<file path="src/rtl/config_bank_loader_pkg.sv">
// Shared types and width helpers for the configuration bank loader.
package config_loader_pkg;

    typedef enum logic [2:0] {
        IDLE  = 3'd0,
        LOAD  = 3'd1,
        SETUP = 3'd2,
        PULSE = 3'd3,
        HOLD  = 3'd4,
        DONE  = 3'd5
    } state_t;

    function automatic int ceil_div(input int a, input int b);
        return (a + b - 1) / b;
    endfunction

    // Width of an index able to hold 0..n-1, never narrower than one bit.
    function automatic int width_of(input int n);
        return (n > 1) ? $clog2(n) : 1;
    endfunction

    function automatic int max3(input int a, input int b, input int c);
        int m;
        m = (a > b) ? a : b;
        return (m > c) ? m : c;
    endfunction

endpackage

</file>
<file path="src/rtl/config_bank_loader_if.sv">
// Config word stream. A word moves on any rising edge where s_valid and
// s_ready are both 1; the source holds s_data/s_valid until that edge.
interface config_bank_loader_if #(
    parameter int DATA_W = 32
);
    logic [DATA_W-1:0] s_data;
    logic              s_valid;
    logic              s_ready;

    modport master (output s_data, output s_valid, input s_ready);
    modport slave  (input s_data, input s_valid, output s_ready);
endinterface

</file>
<file path="src/rtl/config_bank_loader_bl_row_assembler.sv">
// Collects WPR stream words into one bit-line row; shadow shows the row
// including any word accepted this cycle so the top can latch it at once.
module bl_row_assembler
    import config_loader_pkg::*;
#(
    parameter int BL_W   = 514,
    parameter int DATA_W = 32
) (
    input  logic              clk,
    input  logic              reset,
    input  logic [DATA_W-1:0] word,
    input  logic              accept,
    input  logic              clear,
    output logic [BL_W-1:0]   shadow,
    output logic              last_word
);
    localparam int WPR   = ceil_div(BL_W, DATA_W);
    localparam int IDX_W = width_of(WPR);

    logic [IDX_W-1:0] idx;
    logic [BL_W-1:0]  shadow_q;

    assign last_word = accept && (idx == IDX_W'(WPR - 1));

    // Bits of the final word that land at or beyond BL_W have no slot here.
    for (genvar j = 0; j < BL_W; j++) begin : g_bit
        localparam logic [IDX_W-1:0] K = IDX_W'(j / DATA_W);
        localparam int I = j % DATA_W;
        assign shadow[j] = (accept && idx == K) ? word[I] : shadow_q[j];
    end

    always_ff @(posedge clk) begin
        if (reset || clear) begin
            idx      <= '0;
            shadow_q <= '0;
        end else if (accept) begin
            shadow_q <= shadow;
            idx      <= last_word ? '0 : idx + 1'b1;
        end
    end

endmodule

</file>
<file path="src/rtl/config_bank_loader.sv">
// Streams config words into rows, then strobes each word line with
// setup/pulse/hold timing and releases the fabric reset when all rows land.
module config_bank_loader
    import config_loader_pkg::*;
#(
    parameter int  BL_W      = 514,
    parameter int  WL_ROWS   = 407,
    parameter int  DATA_W    = 32,
    parameter int  SETUP_CYC = 2,
    parameter int  PULSE_CYC = 4,
    parameter int  HOLD_CYC  = 2,
    localparam int ROW_AW    = width_of(WL_ROWS)
) (
    input  logic                   clk,
    input  logic                   reset,
    input  logic                   start,
    config_bank_loader_if.slave    s,
    output logic [BL_W-1:0]        bl,
    output logic [WL_ROWS-1:0]     wl,
    output logic                   busy,
    output logic                   done,
    output logic                   fabric_resetn,
    output logic [ROW_AW-1:0]      cur_row,
    output state_t                 state
);
    localparam int TMR_W = width_of(max3(SETUP_CYC, PULSE_CYC, HOLD_CYC));

    logic [TMR_W-1:0] timer;
    logic [BL_W-1:0]  shadow;
    logic             last_word;
    logic             accept;
    logic             clear;

    assign accept = s.s_valid && s.s_ready;
    assign clear  = start && (state == IDLE || state == DONE);

    bl_row_assembler #(
        .BL_W   (BL_W),
        .DATA_W (DATA_W)
    ) u_asm (
        .clk       (clk),
        .reset     (reset),
        .word      (s.s_data),
        .accept    (accept),
        .clear     (clear),
        .shadow    (shadow),
        .last_word (last_word)
    );

    always_ff @(posedge clk) begin
        if (reset) begin
            state         <= IDLE;
            s.s_ready     <= 1'b0;
            bl            <= '0;
            wl            <= '0;
            busy          <= 1'b0;
            done          <= 1'b0;
            fabric_resetn <= 1'b0;
            cur_row       <= '0;
            timer         <= '0;
        end else begin
            unique case (state)
                IDLE: begin
                    if (start) begin
                        state     <= LOAD;
                        busy      <= 1'b1;
                        s.s_ready <= 1'b1;
                        cur_row   <= '0;
                    end
                end
                LOAD: begin
                    if (last_word) begin
                        bl        <= shadow;
                        s.s_ready <= 1'b0;
                        timer     <= TMR_W'(SETUP_CYC - 1);
                        state     <= SETUP;
                    end
                end
                SETUP: begin
                    if (timer == '0) begin
                        wl    <= WL_ROWS'(1) << cur_row;
                        timer <= TMR_W'(PULSE_CYC - 1);
                        state <= PULSE;
                    end else begin
                        timer <= timer - 1'b1;
                    end
                end
                PULSE: begin
                    if (timer == '0) begin
                        wl    <= '0;
                        timer <= TMR_W'(HOLD_CYC - 1);
                        state <= HOLD;
                    end else begin
                        timer <= timer - 1'b1;
                    end
                end
                HOLD: begin
                    if (timer != '0) begin
                        timer <= timer - 1'b1;
                    end else if (cur_row < ROW_AW'(WL_ROWS - 1)) begin
                        cur_row   <= cur_row + 1'b1;
                        s.s_ready <= 1'b1;
                        state     <= LOAD;
                    end else begin
                        busy  <= 1'b0;
                        done  <= 1'b1;
                        state <= DONE;
                    end
                end
                DONE: begin
                    // Fabric reset lifts one cycle after done rises.
                    if (start) begin
                        done          <= 1'b0;
                        fabric_resetn <= 1'b0;
                        busy          <= 1'b1;
                        s.s_ready     <= 1'b1;
                        cur_row       <= '0;
                        state         <= LOAD;
                    end else begin
                        fabric_resetn <= 1'b1;
                    end
                end
                default: state <= IDLE;
            endcase
        end
    end

endmodule

</file>
<file path="src/flat_wrapper.sv">
// flat-port wrapper written by rule: the top's interface ports become plain ports
module config_bank_loader_flat import config_loader_pkg::*;
#(
    parameter int  BL_W      = 514,
    parameter int  WL_ROWS   = 407,
    parameter int  DATA_W    = 32,
    parameter int  SETUP_CYC = 2,
    parameter int  PULSE_CYC = 4,
    parameter int  HOLD_CYC  = 2,
    localparam int ROW_AW    = width_of(WL_ROWS)
)
  (clk, reset, start, bl, wl, busy, done, fabric_resetn, cur_row, state, s_s_data, s_s_valid, s_s_ready);
  config_bank_loader_if #(.DATA_W(DATA_W)) s_i ();
  input  logic clk;
  input  logic reset;
  input  logic start;
  output logic [BL_W-1:0] bl;
  output logic [WL_ROWS-1:0] wl;
  output logic busy;
  output logic done;
  output logic fabric_resetn;
  output logic [ROW_AW-1:0] cur_row;
  output state_t state;
  input wire logic [$bits(s_i.s_data)-1:0] s_s_data;
  input wire logic [$bits(s_i.s_valid)-1:0] s_s_valid;
  output wire logic [$bits(s_i.s_ready)-1:0] s_s_ready;
  assign s_i.s_data = s_s_data;
  assign s_i.s_valid = s_s_valid;
  assign s_s_ready = s_i.s_ready;
  config_bank_loader #(.BL_W(BL_W), .WL_ROWS(WL_ROWS), .DATA_W(DATA_W), .SETUP_CYC(SETUP_CYC), .PULSE_CYC(PULSE_CYC), .HOLD_CYC(HOLD_CYC)) u_core (.clk(clk), .reset(reset), .start(start), .s(s_i), .bl(bl), .wl(wl), .busy(busy), .done(done), .fabric_resetn(fabric_resetn), .cur_row(cur_row), .state(state));
endmodule
</file>
<file path="config.mk">
export PLATFORM = sky130hd
export DESIGN_NAME = config_bank_loader_flat
export DESIGN_NICKNAME = d
export VERILOG_FILES = /design/src/rtl/config_bank_loader_pkg.sv /design/src/rtl/config_bank_loader_if.sv /design/src/rtl/config_bank_loader_bl_row_assembler.sv /design/src/rtl/config_bank_loader.sv /design/src/flat_wrapper.sv
export SDC_FILE = /design/constraint.sdc
export NUM_CORES = 2
export LEC_CHECK = 0
export ABC_AREA = 1
export BUFFER_PORTS_ARGS = -buffer_cell sky130_fd_sc_hd__buf_2
export CORE_AREA = 2 2 377 379
export CTS_BUF_LIST = sky130_fd_sc_hd__clkbuf_8
export CTS_CLUSTER_DIAMETER = 40
export DETAILED_ROUTE_END_ITERATION = 8
export DIE_AREA = 0 0 379 381
export PLACE_DENSITY_LB_ADDON = 0.05
export SYNTH_ARGS = -nofsm -noshare
export SYNTH_HDL_FRONTEND = slang
export SYNTH_SLANG_ARGS = --single-unit
</file>
<file path="constraint.sdc">
create_clock -name clk -period 2.1 [get_ports clk]
set_input_delay 0.42 -clock clk [delete_from_list [all_inputs] [get_ports clk]]
set_output_delay 0.42 -clock clk [all_outputs]
set_load 0.02 [all_outputs]
</file>
# Word level (Yosys, flattened, before mapping)
# Index checks and enable logic that the tools add are counted.
totals:
  reg_bits: 1458
  inputBits: 36
  out_inout_bits: 937
op_classes:
  add_sub_neg: 3
  order_cmp: 1
  n_eq_ne: 30
  shift: 1
  n_mux: 547
  reduce_logical: 39
ops:
  columns: ["cell", "count"]
  rows:
  - ["two-way mux 407 bit", 2]
  - ["case mux 407 bit (2 select lines)", 1]
  - ["two-way mux 1 bit", 524]
  - ["left shift 1 x 9 -> 407 bit (first input constant)", 1]
  - ["== test 5 x 4 -> 1 bit (second input constant)", 8]
  - ["two-way mux 9 bit", 3]
  - ["== test 5 x 3 -> 1 bit (second input constant)", 4]
  - ["logical AND 1 bit", 19]
  - ["two-way mux 3 bit", 6]
  - ["case mux 9 bit (2 select lines)", 1]
  - ["case mux 3 bit (5 select lines)", 1]
  - ["AND reduction 4 bit", 3]
  - ["== test 5 x 2 -> 1 bit (second input constant)", 2]
  - ["inequality test 2 x 1 -> 1 bit (second input constant)", 5]
  - ["AND reduction 5 bit", 2]
  - ["adder 9 x 1 -> 9 bit (second input constant)", 1]
  - ["less-than comparator 9 bit (second input constant)", 1]
  - ["two-way mux 2 bit", 4]
  - ["inequality test 2 bit (second input constant)", 4]
  - ["case mux 2 bit (4 select lines)", 1]
  - ["nonzero test 2 bit", 4]
  - ["== test 3 x 2 -> 1 bit (second input constant)", 2]
  - ["== test 3 bit (second input constant)", 2]
  - ["AND reduction 3 bit", 2]
  - ["16 further kinds", 18]

# Longest topological paths before layout
depth:
  ltp_word: 4
  depth_mapped: 12
  depth_no_buf: 11

# By module
# A second synthesis with hierarchy kept.
unflattened:
  hier_cells: 8235
  hier_area_um2: 57749.1
modules_own_cells:
  columns: ["mod", "instances", "cells_per_inst", "area_each_um2", "seq_area_each_um2"]
  rows:
  - ["config_bank_loader", 1, 4541, 34476.8, 18798.0]
  - ["bl_row_assembler", 1, 3694, 23272.3, 10390.0]

# Worst setup path after synthesis
# OpenSTA, ideal clock, no wires.
synth_timing:
  kind: "register to register"
  from: "register u_core.u_asm.idx[0]"
  to: "register u_core.bl[494]"
  setup_time_ps: 70
  arrival_ps: 1881
  t_required_ps: 2030
  setup_slack_ps: 148
  stages_incl_launch_ff: 13
  n_path_buf: 3
  period_less_slack_ps: 1952
  path_cell_list: "dfxtp_1 > inv_1 > ha_1 > clkbuf_1 > nand2_1 > inv_1 > nand3_1 > nor2_4 > inv_1 > clkbuf_1 > clkbuf_1 > nand2_1 > a21oi_1"
synth_via:
  elab_chain_cells: 3
  elab_cells_between_ends: 6
  cone_classes: "eq/ne: 2; mux: 1; reduce/logical: 3"
synth_rtl:
  columns: ["item", "line", "source"]
  rows:
  - ["start: declaration", "config_bank_loader_bl_row_assembler.sv:20", "logic [IDX_W-1:0] idx;"]
  - ["start signal: assignment", "config_bank_loader_bl_row_assembler.sv:38", "idx <= last_word ? '0 : idx + 1'b1;"]
  - ["== test 5 x 4 -> 1 bit / == test 5 bit (equally long branches)", "config_bank_loader_bl_row_assembler.sv:29, config_bank_loader_bl_row_assembler.sv:23", null]
  - ["logical AND 1 bit, on equally long branches", "config_bank_loader_bl_row_assembler.sv:29, config_bank_loader_bl_row_assembler.sv:23", null]
  - ["two-way mux 1 bit / AND reduction 2 bit (equally long branches)", null, null]
  - ["end signal: assignment", "config_bank_loader.sv:73", "bl <= shadow;"]
  - ["end: declaration", "config_bank_loader.sv:18", "output logic [BL_W-1:0] bl,"]
# Parallel ways exist; a longest one is shown, timed or not.
# A chain may end at the register's enable or synchronous reset.

# Worst setup path after layout
layout_timing:
  from: "register u_core.wl[197]"
  to: "output wl[197]"
layout_rtl:
  columns: ["item", "line", "source"]
  rows:
  - ["start: declaration", "config_bank_loader.sv:19", "output logic [WL_ROWS-1:0] wl,"]
  - ["start signal: assignment", "config_bank_loader.sv:81", "wl <= WL_ROWS'(1) << cur_row;"]
  - ["end: declaration", "flat_wrapper.sv:18", "output logic [WL_ROWS-1:0] wl;"]
# No word-level cell between the ends.

==> flow_metrics.env <==
export IMPL_muxShareOfSynthArea_pct=0.0570
export IMPL_finalMaxSlewViolations=0
export IMPL_slowest_stage="dfxtp_1"
export IMPL_outcome="complete, no violations"
export IMPL_slew_headroom_pct=26.0
export IMPL_gp_congestion=0.880
export IMPL_die_h_um=381
export IMPL_synthesis_nets=6851
export IMPL_synth_simple_gate_area_share_pct=16.9
export IMPL_syn_area_sq_um=52700
export IMPL_grt_pass1_vias=45100
export IMPL_fin_hold_ws_ns=0.107
export IMPL_ys_flop_type="dfxtp_1"
export IMPL_areaGrowthSynthToFinish_pct=29.6
export IMPL_routed_wl_mm=224
export IMPL_synth_edf_count=0
export IMPL_grt_antenna_before_repair=27
export IMPL_report_final_setup_viol=0
export IMPL_vias_per_cell=5.01
export IMPL_synth_cell_types=30
export IMPL_ant_nets=0
export IMPL_instances_no_fill=9992
export IMPL_cts_root_buf="clkbuf_8"
export IMPL_initial_utilization_pct=37.5
export IMPL_grt_start_max_net_pins=173
export IMPL_critical_path_top_delay_family="flip-flops"
export IMPL_crit_cells=1
export IMPL_cp_start_kind="flop"
export IMPL_drc=0
export IMPL_clk_pin_slew_ns=0.06
export IMPL_synth_area_per_cell_sq_um=7.75
export IMPL_crit_chain="buf_2"
export IMPL_drtPass1Iterations=6
export IMPL_end_kind="output pin"
export IMPL_grt_usage_pct=29.6
export IMPL_power_density_nw_per_um2=911
export IMPL_arrival_ns=1.61
export IMPL_holdPathStages=3
export IMPL_cp_required_ns=1.68
export IMPL_power_total_w=0.0622
export IMPL_coreArea_sq_um=141000
export IMPL_cts_tree="yes"
export IMPL_synth_cells=6802
export IMPL_critPathBufInv=1
export IMPL_ys_ff_latch=1456
export IMPL_synth_compound_area_share_pct=18.8
export IMPL_core_rowCount=138
export IMPL_die_area_sq_um=144000
export IMPL_async_flop_share_pct=0
export IMPL_layout_worst_path_cycle_share_pct=96.9
export IMPL_finalCriticalPeriod_ns=2.03
export IMPL_io_pin_count=973
export IMPL_skew_ns=0.0524
export IMPL_yosysWarnings=0
export IMPL_drive_gt1_share_pct=23.5
export IMPL_synthAdderAreaFrac_pct=0.309
export IMPL_crit_type="flop to output pin"
export IMPL_io_buffers=972
export IMPL_max_stage_delay_ns=0.40
export IMPL_htree_levels=5
export IMPL_synth_top_family_by_area="compound AO/OA/AOI/OAI gates"
export IMPL_place_hpwl_mm=151
export IMPL_fmax_ghz=0.492
export IMPL_ys_seq_area_share_pct=55.3
export IMPL_cap_violations=0
export IMPL_postLayoutCoreUtil_pct=48.6
export IMPL_dieWidth_um=379
export IMPL_cts_buffers=283
export IMPL_hp_class="primary input to flop"
export IMPL_p_leak_nw=31.5
export IMPL_clock_latency_ns=0.99
export IMPL_clock_sinks=1456
export IMPL_route_detailed_wl_per_inst_um=22.4
export IMPL_cp_max_fo=2
export IMPL_clock_path_buffers=4
export IMPL_vdd_ir_drop_max_mv=0.795
export IMPL_hold_viol=0
export IMPL_grt_pass1_wl_mm=315
export IMPL_nNetsFinal=7978
export IMPL_tightest_slew_ns=1.11
export IMPL_rsz0062_at_grt="yes"
export IMPL_r2r_cells=8
export IMPL_drt_iter0_drc=4372
export IMPL_dp_cells=9498
export IMPL_gr_total_overflow=0
export IMPL_synth_xor_area_share_pct=0.0332
export IMPL_vias=50000
-- timing repair --
action,in CTS,in global routing
setup buffers,8,7
resized for setup,155,49
endpoints found under the setup margin,123,289
hold buffers,15,0
gates cloned,2,4
hold endpoints to repair,173,0
-- cell usage after synthesis (2+ instances only) --
library cell	count	area (sq um)
xor2_1	2	17.5
nand2_1	1247	4680
nand3b_1	2	15.0
inv_2	6	22.5
a21oi_1	902	4510
a22oi_1	38	285
ha_1	13	163
nor2_2	2	12.5
inv_1	580	2180
clkinv_1	4	15.0
nor3_1	39	195
a211oi_1	2	15.0
buf_2	143	716
o21ai_0	940	4700
buf_1	16	60.1
dfxtp_1	1456	29100
nor2_1	758	2850
clkbuf_1	361	1360
nand3_1	151	756
o21a_1	54	405
buf_4	23	173
mux2i_1	3	30.0
nor4_1	51	319
nand4_1	3	18.8
-- where the power goes --
group / switching [W] / total [W] / internal (W) / leakage (nW)
clock network: 0.0120 / 0.0270 / 0.0150 / 3.01
registers: 0.000173 / 0.0281 / 0.0279 / 11.8
logic: 0.00523 / 0.00716 / 0.00193 / 16.7
total: 0.0174 / 0.0622 / 0.0448 / 31.5
-- layout by cell type, fill, tap and decap left out, types with 38 or more instances in the layout --
cell / count
dfxtp_1: 1346
nand2_1: 1243
buf_2: 945
o21ai_0: 939
a21oi_1: 902
nor2_1: 750
inv_1: 663
clkbuf_8: 330
buf_4: 276
nand3_1: 134
buf_12: 114
dfxtp_2: 99
o21a_1: 54
nor4_1: 45
a22oi_1: 38
-- stage by stage --
step	TNS [ns]	setup WS (ns)	instance area, sq um
after floorplan	0	0.148	52700
after global placement	-0.419	-0.0531	62100
after detailed placement	-0.702	-0.0588	62100
after CTS	-0.0487	-0.0487	67900
after global routing	-0.172	-0.0647	68300
final	0	0.0655	68300
-- logic make-up after synthesis --
group,after synthesis
AO/OA/AOI/OAI,1937
XOR/XNOR,2
adder cells (fa/ha/maj),13
buffers and inverters,1133
flip-flops,1456
multiplexers,3
AND/OR/NAND/NOR,2258
-- registers in the layout (all words and copies together) (netlist names), 2 cells and up --
signal / cells
u_core.state: 3
u_core.cur_row: 9
u_core.u_asm.shadow_q: 512
u_core.wl: 407
u_core.bl: 514
u_core.timer: 2
u_core.u_asm.idx: 5
-- metal layers --
layer,wire [um],GRT usage [%],up-vias
li1,-,-,24300
met1,93600,37.3,23500
met2,102000,46.9,1895
met3,19300,8.66,396
met4,9620,12.8,0
met5,0,0,-
-- final cells by class --
class                      instances  area [sq um]
antenna                            9          22.5
clock buffer                     330          4540
clock inverter                   119           692
fill                           14200         72300
inverter                         590          2230
multi-input combinational       4213         19300
sequential                      1456         29300
tap                             1890          2360
timing repair buffer            1385          9860
-- path summary, 6_finish.rpt --
| path | start | to | slack (ns) |
|---|---|---|---|
| worst max-delay path | u_core.wl[197] | wl[197] | 0.07 |
| worst min-delay path | s_s_data[16] | u_core.u_asm.shadow_q[144] | 0.11 |
| worst max register to register | u_core.cur_row[0] | u_core.wl[391] | 0.07 |
| worst min register to register | u_core.fabric_resetn | u_core.fabric_resetn | 0.45 |
(Power assumes the default switching activity.)
